### config.mk
export PLATFORM = sky130hd
export DESIGN_NAME = display_scan_controller
export DESIGN_NICKNAME = d
export VERILOG_FILES = /design/src/rtl/display_scan_controller.sv
export SDC_FILE = /design/constraint.sdc
export NUM_CORES = 1
export LEC_CHECK = 0
export CAP_MARGIN = 10
export CORE_ASPECT_RATIO = 1.4
export CORE_MARGIN = 4
export CORE_UTILIZATION = 24
export CTS_CLUSTER_DIAMETER = 40
export DETAILED_ROUTE_END_ITERATION = 8
export GPL_ROUTABILITY_DRIVEN = 0
export PLACE_DENSITY_LB_ADDON = 0.3
export SLEW_MARGIN = 25
export SYNTH_ARGS = -nofsm -noshare
export SYNTH_HDL_FRONTEND = slang
export SYNTH_SLANG_ARGS = --single-unit
### constraint.sdc
create_clock -name CLK -period 2.6 [get_ports CLK]
set_input_delay 0.52 -clock CLK [delete_from_list [all_inputs] [get_ports CLK]]
set_output_delay 0.52 -clock CLK [all_outputs]
set_load 0.01 [all_outputs]
### src/rtl/display_scan_controller.sv
// Four-digit time-multiplexed scan driver for a seven-segment decoder.
// Display values are double-buffered and swapped only at frame boundaries.
module display_scan_controller #(
  parameter int REFRESH_DIV = 100000,
  parameter int CNT_W       = 17
) (
  input  logic        CLK,
  input  logic        RESET_N,
  input  logic        LOAD,
  input  logic [15:0] DIGITS_IN,
  input  logic [3:0]  DOTS_IN,
  input  logic        LZ_EN,
  output logic [3:0]  BINARY,
  output logic [1:0]  SEGMENT,
  output logic        DOT,
  output logic        BLANK,
  output logic        PENDING,
  output logic        FRAME_DONE
);

  localparam logic [CNT_W-1:0] CNT_MAX = CNT_W'(REFRESH_DIV - 1);

  logic [CNT_W-1:0] cnt;
  logic [1:0]       idx;

  logic [15:0] act_digits;
  logic [3:0]  act_dots;
  logic        act_lz;
  logic [15:0] pend_digits;
  logic [3:0]  pend_dots;
  logic        pend_lz;

  logic        tick;
  logic        swap;
  logic [1:0]  idx_nxt;
  logic [15:0] digits_nxt;
  logic [3:0]  dots_nxt;
  logic        lz_nxt;
  logic [3:0]  blank_mask;

  assign tick    = (cnt == CNT_MAX);
  assign swap    = tick && (idx == 2'd3) && PENDING;
  assign idx_nxt = idx + 2'd1;

  // Post-swap view of the active bank, so digit 0 of a new frame already
  // shows the freshly swapped values.
  // NOTE: every always_comb output gets a default first; a missing branch
  // would otherwise infer a latch.
  always_comb begin
    digits_nxt = act_digits;
    dots_nxt   = act_dots;
    lz_nxt     = act_lz;
    if (swap) begin
      digits_nxt = pend_digits;
      dots_nxt   = pend_dots;
      lz_nxt     = pend_lz;
    end
  end

  // A digit goes dark when it and every higher digit are zero; digit 0 never does.
  always_comb begin
    blank_mask    = 4'b0000;
    blank_mask[3] = lz_nxt && (digits_nxt[15:12] == 4'h0);
    blank_mask[2] = blank_mask[3] && (digits_nxt[11:8] == 4'h0);
    blank_mask[1] = blank_mask[2] && (digits_nxt[7:4] == 4'h0);
  end

  // NOTE: sequential state uses non-blocking assignments only, so every
  // register samples pre-edge values regardless of statement order.
  always_ff @(posedge CLK or negedge RESET_N) begin
    if (!RESET_N) begin
      cnt <= '0;
      idx <= 2'd0;
    end else if (tick) begin
      cnt <= '0;
      idx <= idx_nxt;
    end else begin
      cnt <= cnt + CNT_W'(1);
    end
  end

  always_ff @(posedge CLK or negedge RESET_N) begin
    if (!RESET_N) begin
      act_digits  <= 16'h0000;
      act_dots    <= 4'b1111;
      act_lz      <= 1'b0;
      pend_digits <= 16'h0000;
      pend_dots   <= 4'b1111;
      pend_lz     <= 1'b0;
      PENDING     <= 1'b0;
    end else begin
      if (swap) begin
        act_digits <= pend_digits;
        act_dots   <= pend_dots;
        act_lz     <= pend_lz;
      end
      // A load coinciding with the swap refills the pending bank after the
      // old contents have been applied, keeping PENDING set.
      if (LOAD) begin
        pend_digits <= DIGITS_IN;
        pend_dots   <= DOTS_IN;
        pend_lz     <= LZ_EN;
        PENDING     <= 1'b1;
      end else if (swap) begin
        PENDING <= 1'b0;
      end
    end
  end

  always_ff @(posedge CLK or negedge RESET_N) begin
    if (!RESET_N) begin
      BINARY     <= 4'h0;
      SEGMENT    <= 2'd0;
      DOT        <= 1'b1;
      BLANK      <= 1'b1;
      FRAME_DONE <= 1'b0;
    end else begin
      FRAME_DONE <= tick && (idx == 2'd3);
      if (tick) begin
        SEGMENT <= idx_nxt;
        BINARY  <= digits_nxt[{idx_nxt, 2'b00} +: 4];
        DOT     <= dots_nxt[idx_nxt];
        BLANK   <= blank_mask[idx_nxt];
      end
    end
  end

endmodule

== Word-level counts from Yosys, hierarchy flattened ==
Cells that the tools add are included.
W data, S select, Z words.

* Word-level logic and storage cells: 38
* Input bits: 24
* Output and inout bits: 10
* Bits in registers: 69

* Reductions and logical operators: 9
* Order comparisons: 1
* Shift operators: 1
* $add $sub $neg: 2
* Multiplexer cells: 10
* Equality and inequality tests: 2

{| class="wikitable"
|+ Operators by type and width
! kind !! count
|-
| $add A17 B1 Y17 const B || 1
|-
| $eq A17 B17 Y1 const B || 1
|-
| $mux W17 || 1
|-
| $mux W16 || 1
|-
| $shiftx A16 B5 Y4 || 1
|-
| $logic_not A4 Y1 || 3
|-
| $logic_and A1 B1 Y1 || 5
|-
| $mux W1 || 5
|-
| $bmux W1 S2 || 2
|-
| $mux W4 || 1
|-
| $lt A2 B3 Y1 const B || 1
|-
| $add A2 B1 Y2 const B || 1
|-
| $eq A2 B2 Y1 const B || 1
|-
| $reduce_bool A2 Y1 || 1
|}

== Longest topological paths before layout ==
Gate-level depths: netlist of run 1.

* Depth in word-level cells: 10
* Mapped depth: 8

== Worst setup path before layout of run 1 ==
Ideal clock, no wire load.

* Kind: register to register
* Start: register cnt[8]
* End: register act_digits[11]
* Data required time: 2.475 ns
* Path slack: 0.346 ns
* Path buffers: 2
* Data arrival time: 2.129 ns
* Period minus slack after synthesis: 2.254 ns
* Setup time: 0.125 ns
* Stages on the path, launching flop included: 7
* Path through: dfrtp_1 -> or4b_1 -> or4_1 -> buf_6 -> nor2_8 -> buf_12 -> mux2_4

* Longest elaborated chain between the ends: 4

{| class="wikitable"
|+ RTL lines
! element !! RTL line !! RTL
|-
| start: declaration || 23 || <nowiki>logic [CNT_W-1:0] cnt;</nowiki>
|-
| start signal: assignment || 78 || <nowiki>cnt <= cnt + CNT_W'(1);</nowiki>
|-
| $eq A17 B17 Y1 || 41 || <nowiki>assign tick = (cnt == CNT_MAX);</nowiki>
|-
| $logic_and A1 B1 Y1 (2 in a row) || 42 || <nowiki>assign swap = tick && (idx == 2'd3) && PENDING;</nowiki>
|-
| $mux W16 || - ||
|-
| named net digits_nxt[11] || 36 || <nowiki>logic [15:0] digits_nxt;</nowiki>
|-
| end signal: assignment || 93 || <nowiki>act_digits <= pend_digits;</nowiki>
|-
| end: declaration || 26 || <nowiki>logic [15:0] act_digits;</nowiki>
|}

The timed path passes the listed nets, and every way through them passes these cells.
A chain may end at the register's enable or synchronous reset.

== Worst setup path in the final report of run 1 ==
* Start: register cnt[8]
* End: register act_lz

* Longest elaborated chain between the ends: 4

{| class="wikitable"
|+ RTL lines
! element !! RTL line !! RTL
|-
| $eq A17 B17 Y1 || 41 ||
|-
| $logic_and A1 B1 Y1 (2 in a row) || 42 ||
|-
| $mux W1 || - ||
|-
| named net lz_nxt || 38 || <nowiki>logic lz_nxt;</nowiki>
|-
| end signal: assignment || 95 || <nowiki>act_lz <= pend_lz;</nowiki>
|-
| end: declaration || 28 || <nowiki>logic act_lz;</nowiki>
|}

The timed path passes the listed nets, and every way through them passes these cells.

==> flow_summary_export.csv, run 1 <==
group,metric,value,unit
outcome,status,"completed",
die,boundaryPins,34,
worst_hold_path,hold_class,"in2async",
timing,hold_viol_final,0,
layout,drive_gt1_share,18.4,%
logic_synthesis,synth_top_cell_by_area,"dfrtp_1",
clock_tree,clkTransAtPathRegs,0.05,ns
layout,finish.net_count,374,
placement,place_inst,519,
logic_synthesis,synth_area,0.00330,sq mm
timing,worstMarginPinSlew,0.466,ns
pwr,ir_worst_vdd,0.267,mV
global_route,grt_start_max_net_pins,70,
global_route,grt_usage,10.2,%
logic_synthesis,ys_top_cells_by_area,"dfrtp_1 45%, dfstp_2 8.0%, nand2_1 6.3%",
clock_tree,cts_buffers,9,
timing,setup_viol_count_final,0,
clock_tree,htreeDepth,3,
layout,regArea,0.00174,sq mm
logic_synthesis,ys_seq_elements,69,
layout,fin_cells,535,
die,start_util,24.5,%
layout,area_delta_synth_final,28.6,%
layout,multiInputGateArea,0.00139,sq mm
pwr,power_density,620,mW/mm^2
logic_synthesis,postSynthAreaPerCell,10.8,sq um
global_route,grt_pass1_wl,12.5,mm
timing,rsz0062_at_grt,"no",
worst_setup_path,worstPathMaxFanout,17,
logic_synthesis,syn_nets,332,
clock_tree,cts_tree,"built",
worst_setup_path,worstSetupPathType,"reg2reg",
clock_tree,clockBufferDepth,2,
timing,max_slew_margin,68.8,%
timing,final_max_slew_viol_count,0,
worst_setup_path,cp.required,2.81,ns
clock_tree,cts-root-buf,"clkbuf_16",
flow_run,maxCapViolCount,0,
logic_synthesis,synth_ff_type,"dfrtp_1",
logic_synthesis,synth_cells,306,
route,viasPerCell,4.33,
logic_synthesis,yosysMostFrequentCell,"dfrtp_1",
logic_synthesis,synth.top_cell.area_share,44.7,%
route,drtIter0Drc,59,
global_route,grt-ovfl-total,0,
layout,nFillCells,1383,
die,core.rowCount,50,
logic_synthesis,yosysUniqueCellTypes,43,
clock_tree,post_cts.repair.setup_buffers,0,
die,die_area,0.0157,sq mm
route,via_count,2315,
logic_synthesis,synth.yosys.seq_area_share,52.7,%
timing,fin_tns_setup,0,ns
global_route,grt_antenna_before_repair,0,
die,core,0.0135,sq mm
die,fp.dieH,147,um
route,final_antenna_net_count,0,
timing,finalCriticalPeriod,2.48,ns
route,post_drt_wl_per_cell,13.9,um
logic_synthesis,synth_common_cells,"59 x dfrtp_1, 55 x nand2_1, 25 x inv_1, 24 x o21ai_0, 14 x nor2_1",
worst_setup_path,end_kind,"register",
layout,antenna_cells,0,
route,wl,7.43,mm
logic_synthesis,synth_edf_count,0,
die,die_w,107,um
worst_setup_path,crit_arrival,2.69,ns
worst_setup_path,crit_path_start_kind,"register",
timing,finClkSkew,0.00762,ns
route,drc,0,
logic_synthesis,synthArstFlopShare,100,%
timing,min_period_over_period,95.4,%
global_route,grt_pass1_vias,2515,
clock_tree,cts.sinks,69,
timing,fmax,403,MHz
clock_tree,insertion_delay,0.33,ns
pwr,power_leakage,1.82,nW
placement,dpl.hpwl,5.44,mm
logic_synthesis,yosysWarnings,0,
placement,port_buffers,33,
route,drtPass1Iterations,4,
==> layout make-up <==
| type | count | share of cell area, % |
|---|---|---|
| inverter | 25 | 2.21 |
| clock inverter | 3 | 1.53 |
| timing repair buffer | 45 | 10.7 |
| sequential | 69 | 41.0 |
| multi-input combinational | 198 | 32.7 |
| clock buffer | 13 | 6.60 |
| tap | 182 | 5.36 |
==> layer usage <==
metal	wire [um]	GRT usage, %	part of all wire (%)	vias to the layer above
li1	-	-	-	1132
met3	223	2.33	3.0	13
met5	0	0	0	-
met1	2990	11.4	40	1132
met2	3980	17.9	54	38
met4	230	5.31	3.1	0
==> registers in the layout, summed over array words and instances, names as in the netlist <==
register,flops
act_dots,4
SEGMENT,2
cnt,17
pend_digits,16
DOT,1
act_digits,16
pend_dots,4
pend_lz,1
PENDING,1
BINARY,4
FRAME_DONE,1
act_lz,1
BLANK,1
==> power by group <==
part,total (mW),internal [mW],switching (mW)
sequential,1.14,1.11,0.0288
combinational,0.118,0.0634,0.0545
clock,1.38,0.942,0.435
==> layout by cell type (no fill, tap or decap), types with 10 or more instances in the layout <==
cell type / instances
clkdlybuf4s50_1: 32
dfrtp_1: 59
dfstp_2: 10
inv_1: 25
mux2_2: 12
mux2_4: 10
nand2_1: 55
nor2_1: 13
o21ai_0: 24
xor2_1: 10
==> path summary, 6_finish.rpt <==
kind                                            start                        to  slack [ns]  cells after the start
max reg2reg                          cnt[8]$_DFF_PN0_          act_lz$_DFF_PN0_        0.12                      5
min reg2reg                pend_digits[0]$_DFFE_PN0P_   act_digits[0]$_DFF_PN0_        0.48                      2
min                                           RESET_N          cnt[3]$_DFF_PN0_        0.19                      2
max in group asynchronous                     RESET_N  pend_dots[0]$_DFFE_PN1P_        2.05                      2
max                                  cnt[8]$_DFF_PN0_          act_lz$_DFF_PN0_        0.12                      5
min in group CLK           pend_digits[0]$_DFFE_PN0P_   act_digits[0]$_DFF_PN0_        0.48                      2
==> stage by stage <==
step                      util, %  instance area (sq um)  total power [mW]  setup WS (ns)  hold slack [ns]
after CTS                    31.6                   4240              2.68         0.0470            0.212
final                        31.6                   4250              2.63          0.119            0.190
after global routing         31.6                   4250              2.73         0.0410            0.220
after global placement       29.0                   3900              1.28         0.0644            0.463
after floorplan                 -                   3300              1.19          0.346            0.224
after detailed placement     29.0                   3900              1.28         0.0594            0.475
==> repair_timing <==
item	4_1_cts	5_1_grt
setup endpoints to repair	0	4
hold buffers	0	0
resized for setup	0	1
==> worst max-delay path: stages, from the launching register on <==
cell     delay [ns]
dfrtp_1        0.40
or4b_1         0.56
or4_1          0.60
nor2_8         0.28
buf_12         0.19
mux2_2         0.33
==> logic make-up (layout without fill, tap and decap cells) <==
family          after synthesis  in the layout  share of synthesized area, %
compound gates               48             48                          8.83
flops                        69             69                          52.7
xor+xnor                     16             16                          4.24
fa+ha+maj                     2              2                         0.758
buf+inv                      39             86                          5.57
simple gates                105            105                          15.4
mux                          27             27                          12.5
Note: power is estimated with default switching activity, not from simulation.
==> inputs of run 2 (changes only) <==
--- a/config.mk
+++ b/config.mk
@@ -12,6 +12,7 @@
 export CTS_CLUSTER_DIAMETER = 40
 export DETAILED_ROUTE_END_ITERATION = 8
 export GPL_ROUTABILITY_DRIVEN = 0
+export HOLD_SLACK_MARGIN = 0.1
 export PLACE_DENSITY_LB_ADDON = 0.3
 export SLEW_MARGIN = 25
 export SYNTH_ARGS = -nofsm -noshare
==> results of run 2 <==
Same layout as run 1: the final DEF is identical, and so are final timing and power.
